===== src/rtl/mac_job_controller.sv =====
// Job sequencer for the shared MAC datapath: sync start, clear, run TAPS terms, drain, capture.
// Optional MACJOB_ERR_ABORT_EN adds the ERR state so datapath faults abort the job.
module mac_job_controller #(
    parameter int TAPS    = 8,
    parameter int TAW     = 3,
    parameter int ACCW    = 20,
    parameter int MAC_LAT = 2
) (
    input  logic             clk,
    input  logic             rst,
    input  logic             start,
    input  logic [1:0]       c_select,
    input  logic [ACCW-1:0]  acc_in,
    input  logic             err_mac,
    input  logic             err_mult,
    output logic [TAW+1:0]   coef_addr,
    output logic [TAW-1:0]   samp_addr,
    output logic             mac_clr,
    output logic             mac_en,
    output logic             busy,
    output logic [ACCW-1:0]  result,
    output logic             result_valid,
    output logic             err_flag,
    output logic [7:0]       led
);

    typedef enum logic [2:0] {S_IDLE, S_CLEAR, S_RUN, S_WAIT, S_DONE, S_ERR} state_t;

    state_t          state_q, state_d;
    logic [2:0]      sync_q, sync_d;
    logic [TAW-1:0]  tap_q, tap_d;
    logic [2:0]      lat_q, lat_d;
    logic [1:0]      set_q, set_d;
    logic [ACCW-1:0] result_q, result_d;
    logic [7:0]      led_q, led_d;
    logic            err_flag_q, err_flag_d;
    logic            req;
    logic            unused_err;

    assign unused_err = err_mac | err_mult;

    // sync_q = {s3, s2, s1}; a request is the rising edge seen between s2 and s3
    assign req = sync_q[1] & ~sync_q[2];

    always_ff @(posedge clk or negedge rst) begin
        if (!rst) begin
            state_q    <= S_IDLE;
            sync_q     <= '0;
            tap_q      <= '0;
            lat_q      <= '0;
            set_q      <= '0;
            result_q   <= '0;
            led_q      <= '0;
            err_flag_q <= 1'b0;
        end else begin
            state_q    <= state_d;
            sync_q     <= sync_d;
            tap_q      <= tap_d;
            lat_q      <= lat_d;
            set_q      <= set_d;
            result_q   <= result_d;
            led_q      <= led_d;
            err_flag_q <= err_flag_d;
        end
    end

    always_comb begin
        state_d      = state_q;
        sync_d       = {sync_q[1:0], start};
        tap_d        = tap_q;
        lat_d        = lat_q;
        set_d        = set_q;
        result_d     = result_q;
        led_d        = led_q;
        err_flag_d   = err_flag_q;
        mac_clr      = 1'b0;
        mac_en       = 1'b0;
        result_valid = 1'b0;
        coef_addr    = '0;
        samp_addr    = '0;

        case (state_q)
            S_IDLE: begin
                if (req) begin
                    set_d      = c_select;
                    err_flag_d = 1'b0;
                    state_d    = S_CLEAR;
                end
            end
            S_CLEAR: begin
                mac_clr = 1'b1;
                tap_d   = '0;
                state_d = S_RUN;
            end
            S_RUN: begin
                mac_en    = 1'b1;
                coef_addr = {set_q, tap_q};
                samp_addr = tap_q;
                tap_d     = tap_q + TAW'(1);
                if (tap_q == TAW'(TAPS - 1)) begin
                    lat_d   = 3'(MAC_LAT);
                    state_d = S_WAIT;
                end
            end
            S_WAIT: begin
                lat_d = lat_q - 3'd1;
                if (lat_q <= 3'd1) state_d = S_DONE;
            end
            S_DONE: begin
                result_valid = 1'b1;
                state_d      = S_IDLE;
            end
            default: state_d = S_IDLE;
        endcase

`ifdef MACJOB_ERR_ABORT_EN
        // a fault wins over the WAIT->DONE transition on the same edge
        if ((state_q == S_RUN || state_q == S_WAIT) && (err_mac || err_mult)) begin
            state_d = S_ERR;
            tap_d   = '0;
            lat_d   = '0;
        end
        if (state_d == S_ERR) begin
            err_flag_d = 1'b1;
            led_d      = 8'hFF;
        end
`endif

        // capture on the edge entering DONE so result and result_valid coincide
        if (state_d == S_DONE && state_q == S_WAIT) begin
            result_d = acc_in;
            led_d    = acc_in[7:0];
        end
    end

    assign busy   = (state_q != S_IDLE);
    assign result = result_q;
    assign led    = led_q;
`ifdef MACJOB_ERR_ABORT_EN
    assign err_flag = err_flag_q;
`else
    assign err_flag = 1'b0;
`endif

endmodule


===== config.mk =====
export PLATFORM = sky130hd
export DESIGN_NAME = mac_job_controller
export DESIGN_NICKNAME = d
export VERILOG_FILES = /design/src/rtl/mac_job_controller.sv
export SDC_FILE = /design/constraint.sdc
export NUM_CORES = 1
export LEC_CHECK = 0
export BUFFER_PORTS_ARGS = -buffer_cell sky130_fd_sc_hd__clkbuf_2
export CELL_PAD_IN_SITES_DETAIL_PLACEMENT = 0
export CELL_PAD_IN_SITES_GLOBAL_PLACEMENT = 1
export CORE_UTILIZATION = 30
export CTS_BUF_LIST = sky130_fd_sc_hd__clkbuf_4
export DETAILED_ROUTE_END_ITERATION = 6
export GPL_TIMING_DRIVEN = 0
export HOLD_SLACK_MARGIN = 0.05
export PLACE_DENSITY_LB_ADDON = 0.1
export SLEW_MARGIN = 20
export SYNTH_ARGS = -nofsm -noshare
export SYNTH_HDL_FRONTEND = slang
export SYNTH_SLANG_ARGS = --single-unit

===== constraint.sdc =====
create_clock -name clk -period 2.2 [get_ports clk]
set_clock_uncertainty 0.15 [all_clocks]
set_input_delay 0 -clock clk [delete_from_list [all_inputs] [get_ports clk]]
set_output_delay 0 -clock clk [all_outputs]
set_load 0.01 [all_outputs]

After elaboration in Yosys (flattened, before gate mapping). Cells that the tools add are included.

Bits in registers: 42. Input port bits: 27. Output and inout bits: 41. Logic and storage cells: 38.

$add $sub $neg: 2. $lt $le $gt $ge: 1. Equality and inequality tests: 7. Multiplexer cells: 12. Bitwise gates (word level): 2. Reductions and logical operators: 7.

Operators by type and width (number): 2-to-1 mux 3 bit (5); one-hot mux 3 bit (2 select lines) (2); one-hot mux 3 bit (4 select lines) (1); == test 3 bit, second input constant (3); == test 3 x 2 -> 1 bit, second input constant (2); 2-to-1 mux 5 bit (1); AND reduction 2 bit (2); nonzero test 2 bit (2); adder 3 x 1 -> 3 bit, second input constant (1); == test 3 x 1 -> 1 bit, second input constant (1); <= comparator 3 x 1 -> 1 bit, second input constant (1); logical NOT 3 bit (1); 2-to-1 mux 1 bit (3); nonzero test 3 bit (1); subtractor 3 x 1 -> 3 bit, second input constant (1); inequality test 2 bit, second input constant (1); bitwise AND 1 bit (1); logical AND 1 bit (1); NOT 1 bit (1).

Longest topological paths before layout. Gate-level depths: netlist of run 1.

Depth after elaboration: 6. Mapped depth: 6. Depth with buffers taken out: 5.

Least setup slack after synthesis of run 1. Ideal clock, no wire load.

Path type: reg-to-reg. Start: register state_q[2]. End: register set_q[0]. Data arrival time: 1509 ps. Data required time: 1925 ps. Slack: 416 ps. Stages on the path, launching flop included: 4. Clock period less this slack: 1784 ps. Cell sequence: dfrtp_1 or3_4 or3b_4 mux2_4.

Word-level cells in the longest chain between the ends: 2.

Ends and longest elaborated chain: from (decl) (RTL line 29) `state_t state_q, state_d;`; from (signal assigned) (RTL line 56) `state_q <= state_d;`; logical NOT 3 bit (RTL line 82) `case (state_q)`; AND reduction 2 bit (no line); to (signal assigned) (RTL line 60) `set_q <= set_d;`; to (decl) (RTL line 33) `logic [1:0] set_q, set_d;`.

No other way between the ends. A chain may end at the register's enable or synchronous reset.

Worst setup path in the final report of run 1.
Start: register lat_q[0]. End: register result_q[7], in the netlist result[7].

Word-level cells in the longest chain between the ends: 5.

Ends and longest elaborated chain: from (decl) (RTL line 32) `logic [2:0] lat_q, lat_d;`; from (signal assigned) (RTL line 59) `lat_q <= lat_d;`; <= comparator 3 x 1 -> 1 bit (RTL line 107) `if (lat_q <= 3'd1) state_d = S_DONE;`; 2-to-1 mux 3 bit (RTL line 107); one-hot mux 3 bit (4 select lines) (RTL line 82); == test 3 bit (RTL line 130) `if (state_d == S_DONE && state_q == S_WAIT) begin`; logical AND 1 bit (RTL line 130); to (signal assigned) (RTL line 61) `result_q <= result_d;`; to (decl) (RTL line 34) `logic [ACCW-1:0] result_q, result_d;`.

No other way between the ends.

==> results of run 1 <==
[layout make-up]
cell class	count	area (um2)	area share [%]
plain buffers	16	109	4.90
clock buffers	7	52.6	2.36
inverters	3	11.3	0.507
multi-input cells	61	554	24.9
flip-flops and latches	34	851	38.3
well taps	67	83.8	3.77
repair buffers	88	561	25.2
[cells in the mapped netlist (all sizes together) (2+ instances only)]
library cell  instances  share of area [%]
nor3b                 2               0.98
o21bai                2               0.98
inv                   3               0.74
and2                  5                2.1
ha                    4                3.3
buf                  15                6.9
dfrtp                34                 56
mux2                 23                 17
nor2                  3               0.74
a22o                  6                3.4
o21ai                 4                1.3
[stage by stage]
step	power [uW]	hold slack, ns	setup WS [ns]
floorplan	2010	-0.446	0.416
global placement	2510	-0.0398	0.349
detailed placement	2550	-0.0380	0.269
CTS	2950	0.147	0.209
global route	3140	0.174	0.0588
finish	2890	0.133	0.263
[state kept, by name, indices dropped and copies added (netlist names)]
signal,flops
sync_q,3
result,20
tap_q,3
set_q,2
lat_q,3
state_q,3
[per-layer routing]
layer | GRT usage [%] | vias to the layer above
met5 | 0 | -
met4 | 5.98 | 0
met3 | 5.76 | 7
met2 | 24.7 | 46
met1 | 14.7 | 570
li1 | - | 569
[kinds of logic (layout without fill, tap and decap cells)]
group | count (synthesis) | after routing | share of synthesized area [%]
buffers and inverters | 19 | 114 | 7.87
and+or+nand+nor | 18 | 18 | 8.04
other | 1 | 1 | 0.246
adders and majority gates | 4 | 4 | 3.28
muxes | 24 | 24 | 18.1
DFF | 34 | 34 | 55.8
AOI/OAI and AO/OA | 14 | 14 | 6.64
[repair_timing]
action / in CTS / in global routing
hold endpoints to repair: 57 / 0
setup endpoints to repair: 0 / 0
hold buffers: 24 / 0
[power by group through the flow]
stage	sequential [uW]	clock (uW)	combinational [uW]
2_1_floorplan	1170	0	839
3_3_place_gp	1100	0	1400
3_5_place_dp	1110	0	1440
4_1_cts	1110	368	1470
5_1_grt	1150	386	1610
6_report	1100	346	1450
[worst max path at each step]
stage / slack, ns / cells past startpoint / endpoint
4_1_cts: 0.21 / 5 / samp_addr[2]
3_3_place_gp: 0.35 / 5 / result[16]
6_report: 0.26 / 5 / result[7]
2_1_floorplan: 0.42 / 3 / set_q[0]
5_1_grt: 0.06 / 5 / samp_addr[2]
3_5_place_dp: 0.27 / 5 / result[19]
==> qor.csv, run 1 <==
metric,value,unit
register clock-pin slew on the reported worst setup and hold paths,0.11,ns
"commonest cells after routing, fill and taps aside","sky130_fd_sc_hd__clkbuf_2 (64), sky130_fd_sc_hd__dfrtp_1 (34), sky130_fd_sc_hd__dlygate4sd3_1 (24), sky130_fd_sc_hd__mux2_2 (21), sky130_fd_sc_hd__buf_4 (12)",
area of all placed cells without fillers,0.00222,mm2
fraction of power spent switching nets,36.0,%
fraction of the cycle the final worst path needs,88.0,%
kind of end point of the critical path,register,
Netlist cell types,26,
length of the first detailed-routing pass in iterations,4,
net count of the mapped netlist,145,
total length of routed wires,3290,um
tightest slew margin relative to the limit,44.4,%
Seq pwr share,38.1,%
final net count,240,
global-route usage over all layers,14.0,%
CP Data Required Time,2.27,ns
met2 wire len,1670,um
share of flip-flops with an asynchronous set or reset after synthesis,100,%
"EDFF count, synth",0,
result of the run,"complete, no violations",
peak supply drop,0.557,mV
Worst-Margin Slew,0.834,ns
Total Die Area,0.00537,mm2
unrepaired setup endpoints after global routing,false,
post-route minimum period,1.94,ns
Max clock buf depth,2,
clock root cell,sky130_fd_sc_hd__clkbuf_4,
CTS resizes,0,
global-route wire length before repair,5590,um
core occupancy in the finished layout,46.1,%
kind of cell adding the most delay to the critical path,flip-flops,
Worst Path Arrival,2.00,ns
max-cap violation count,0,
worst-skew pair later-pin latency,0.33,ns
core outline area,0.00482,mm2
"Avg Cell Area, Syn",13.4,um2
total routed wire length on the met1 layer,1350,um
DRC violations left,0,
vias in the first global route,1249,
cells along the critical path,ha_1 -> o21bai_1 -> nand4b_1 -> buf_2 -> mux2_2,
met3 WL post-DR,212,um
final setup fails,0,
count of buffer and inverter cells on the critical path,1,
Hold WC Path Type,primary input to asynchronous set/reset pin,
f_max,516,MHz
"most common cell after layout, fill and taps aside",sky130_fd_sc_hd__clkbuf_2,
CTS sink cnt,34,
part of the total power dissipated in the clock network,11.9,%
longest individual stage delay on the worst path,0.44,ns
RD Place Congestion,0.716,
share of post-route cells with drive strength above 1,53.1,%
sequential-to-total area share from yosys stat,55.8,%
die width,73.3,um
standard-cell rows,25,
reg2reg path depth,5,
number of input and output port buffers inserted,64,
worst setup path startpoint,lat_q[0],
Die H,73.3,um
cell area after placement,0.00193,mm2
max-slew violations,0,
Hold Fails Final Rpt,0,
critical-path cell with the highest stage delay,sky130_fd_sc_hd__dfrtp_1,
number of vias per cell after detailed routing,4.32,
CTS tree,built,
cell area after synthesis,0.00153,mm2
pin count of the biggest net entering global routing,35,
post-synthesis instance total,114,
startpoint of the most critical register-to-register path,lat_q[0],
antenna cells,0,
initial antenna violation count,0,
power density relative to cell area,1300,mW/mm2
final standard cell count with taps included and fillers excluded,276,
Iteration-0 DRC Markers,33,
"flops & latches, synth",34,
leakage power figure,0.00113,uW
clock buffer count from CTS,5,
remaining number of nets flagged by the antenna check after routing,0,
wire length per cell after detailed routing,11.9,um
part of the total power dissipated in combinational logic,50.0,%
crit start category,register,
area growth from synthesis to layout,45.7,%
starting utilization of the core area,31.7,%
most used flip-flop cell after synthesis,sky130_fd_sc_hd__dfrtp_1,
DR top layer,met4,
total I/O pin count,68,
filler cell count,472,
final sum of negative setup slack,0,ns
Critical Path Fanout Max,10,
gr ovfl total,0,
critical setup path kind,register to register,
Yosys warning count,0,
register-to-register setup slack,0.26,ns
number of H-tree levels,2,
vias post-DR,1192,
post-DP HPWL,2290,um
cell count after placement,245,
switching power summed over all nets,1040,uW
FF-to-FF End,result[7],
setup bufs post-CTS,0,
cell internal power dissipation,1850,uW
(Power assumes the default switching activity.)
==> inputs of run 2 (changes only) <==
Settings changed: CORE_ASPECT_RATIO set to 0.6.
Clock period 2.2 ns to 1.7 ns, I/O delays scaled along.
==> run 2 against run 1 <==
- the run now ends with negative setup slack left
- critical path depth decreased by 2
- cell area is 13% higher
- count of clock-buffer cells in the layout decreased by 2
- core utilization is 6.9 points higher
- sequential share of layout area is 4.3 points lower
- final cell count increased by 4.7%
- worst hold slack improved by 0.021 ns
==> qor.csv, run 2 (synthesis results as in run 1) <==
metric,value,unit
unrepaired setup endpoints after global routing,true,
standard-cell rows,19,
worst setup path startpoint,state_q[2],
clock root cell,sky130_fd_sc_hd__clkbuf_4,
Total Die Area,0.00538,mm2
gr ovfl total,0,
remaining number of nets flagged by the antenna check after routing,0,
reg2reg path depth,3,
post-route minimum period,1.79,ns
part of the total power dissipated in combinational logic,52.3,%
max-slew violations,0,
starting utilization of the core area,32.2,%
crit start category,register,
wire length per cell after detailed routing,11.8,um
RD Place Congestion,0.666,
clock buffer count from CTS,5,
share of post-route cells with drive strength above 1,62.4,%
CTS tree,built,
leakage power figure,0.00126,uW
register clock-pin slew on the reported worst setup and hold paths,0.10,ns
max-cap violation count,0,
kind of end point of the critical path,register,
violated checks,negative setup slack,
fraction of the cycle the final worst path needs,106,%
cell internal power dissipation,3030,uW
global-route usage over all layers,13.5,%
Iteration-0 DRC Markers,47,
worst-skew pair later-pin latency,0.32,ns
max FFs per register,20,
post-DP HPWL,2260,um
fraction of power spent switching nets,32.5,%
global-route wire length before repair,5520,um
initial antenna violation count,0,
core outline area,0.00473,mm2
DRC violations left,0,
register-to-register setup slack,-0.09,ns
Hold WC Path Type,primary input to asynchronous set/reset pin,
part of the total power dissipated in the clock network,15.9,%
Worst-Margin Slew,0.838,ns
final setup fails,12,
final sum of negative setup slack,-0.543,ns
peak supply drop,0.988,mV
result of the run,"complete, but fails checks",
antenna cells,0,
power density relative to cell area,1790,mW/mm2
total length of routed wires,3420,um
Hold Fails Final Rpt,0,
startpoint of the most critical register-to-register path,state_q[2],
length of the first detailed-routing pass in iterations,4,
"commonest cells after routing, fill and taps aside","sky130_fd_sc_hd__clkbuf_2 (59), sky130_fd_sc_hd__dfrtp_1 (32), sky130_fd_sc_hd__buf_4 (24), sky130_fd_sc_hd__dlygate4sd3_1 (24), sky130_fd_sc_hd__mux2_2 (21)",
f_max,557,MHz
switching power summed over all nets,1460,uW
area growth from synthesis to layout,64.5,%
number of input and output port buffers inserted,64,
core occupancy in the finished layout,53.0,%
critical setup path kind,register to register,
number of H-tree levels,2,
pin count of the biggest net entering global routing,35,
CP Data Required Time,1.77,ns
Seq pwr share,31.8,%
Max clock buf depth,2,
die width,94.1,um
Critical Path Fanout Max,3,
vias post-DR,1234,
Die H,57.2,um
Final Worst Setup Slack,-0.0946,ns
CTS sink cnt,34,
Worst Path Arrival,1.86,ns
total I/O pin count,68,
vias in the first global route,1191,
tightest slew margin relative to the limit,44.2,%
FF-to-FF End,set_q[1],
final net count,256,
"most common cell after layout, fill and taps aside",sky130_fd_sc_hd__clkbuf_2,
number of vias per cell after detailed routing,4.27,
[run 2: metal layers]
layer | wire length, um | vias up | track usage [%]
li1 | - | 609 | -
met1 | 1640 | 588 | 18.0
met2 | 1590 | 35 | 21.6
met3 | 174 | 2 | 4.53
met4 | 13 | 0 | 3.30
met5 | 0 | - | 0
[run 2: worst max-delay path: stages (launching register included)]
cell and delay, ns:
sky130_fd_sc_hd__dfrtp_2 0.44, sky130_fd_sc_hd__or3_4 0.38, sky130_fd_sc_hd__or3b_4 0.41, sky130_fd_sc_hd__mux2_4 0.31
[run 2: power by group through the flow]
stage	Clock, uW	Sequential, uW	Combinational (uW)
4_1_cts	741	1430	2180
5_1_grt	773	1490	2560
2_1_floorplan	0	1520	1090
3_5_place_dp	0	1440	1850
3_3_place_gp	0	1420	1830
6_report	713	1430	2350
[run 2: through the flow]
stage                     worst slack, ns  hold WS, ns  total power, uW  std cells  area [um2]
final                             -0.0946        0.154             4490        289        2510
after global routing               -0.128        0.176             4810        289        2510
after CTS                         -0.0928        0.174             4350        286        2440
after detailed placement           -0.163      -0.0372             3300        241        1920
after global placement             -0.135      -0.0221             3240        241        1920
after floorplan                   -0.0645       -0.446             2600        114        1530
[run 2: cell type report]
type / count / area, um2
fill: 434 / 2220
sequential: 34 / 853
timing repair buffer: 104 / 728
multi-input combinational: 61 / 597
buffer: 16 / 139
tap: 63 / 78.8
clock inverter: 3 / 63.8
clock buffer: 5 / 37.5
inverter: 3 / 11.3
[run 2: worst max path at each step]
stage                             to  cells past startpoint
after CTS                   set_q[1]                      3
final                       set_q[1]                      3
after global routing        set_q[1]                      3
after floorplan             set_q[0]                      3
after detailed placement  result[19]                      5
after global placement      set_q[1]                      3
[run 2: repair_timing]
action                                  4_1_cts  5_1_grt
hold buffers                                 24        0
pin swaps                                     1        5
setup buffers                                12        3
endpoints found under the setup margin       31       33
gates cloned                                  1        0
gates resized for setup                      20       17
endpoints found under the hold margin        57        0
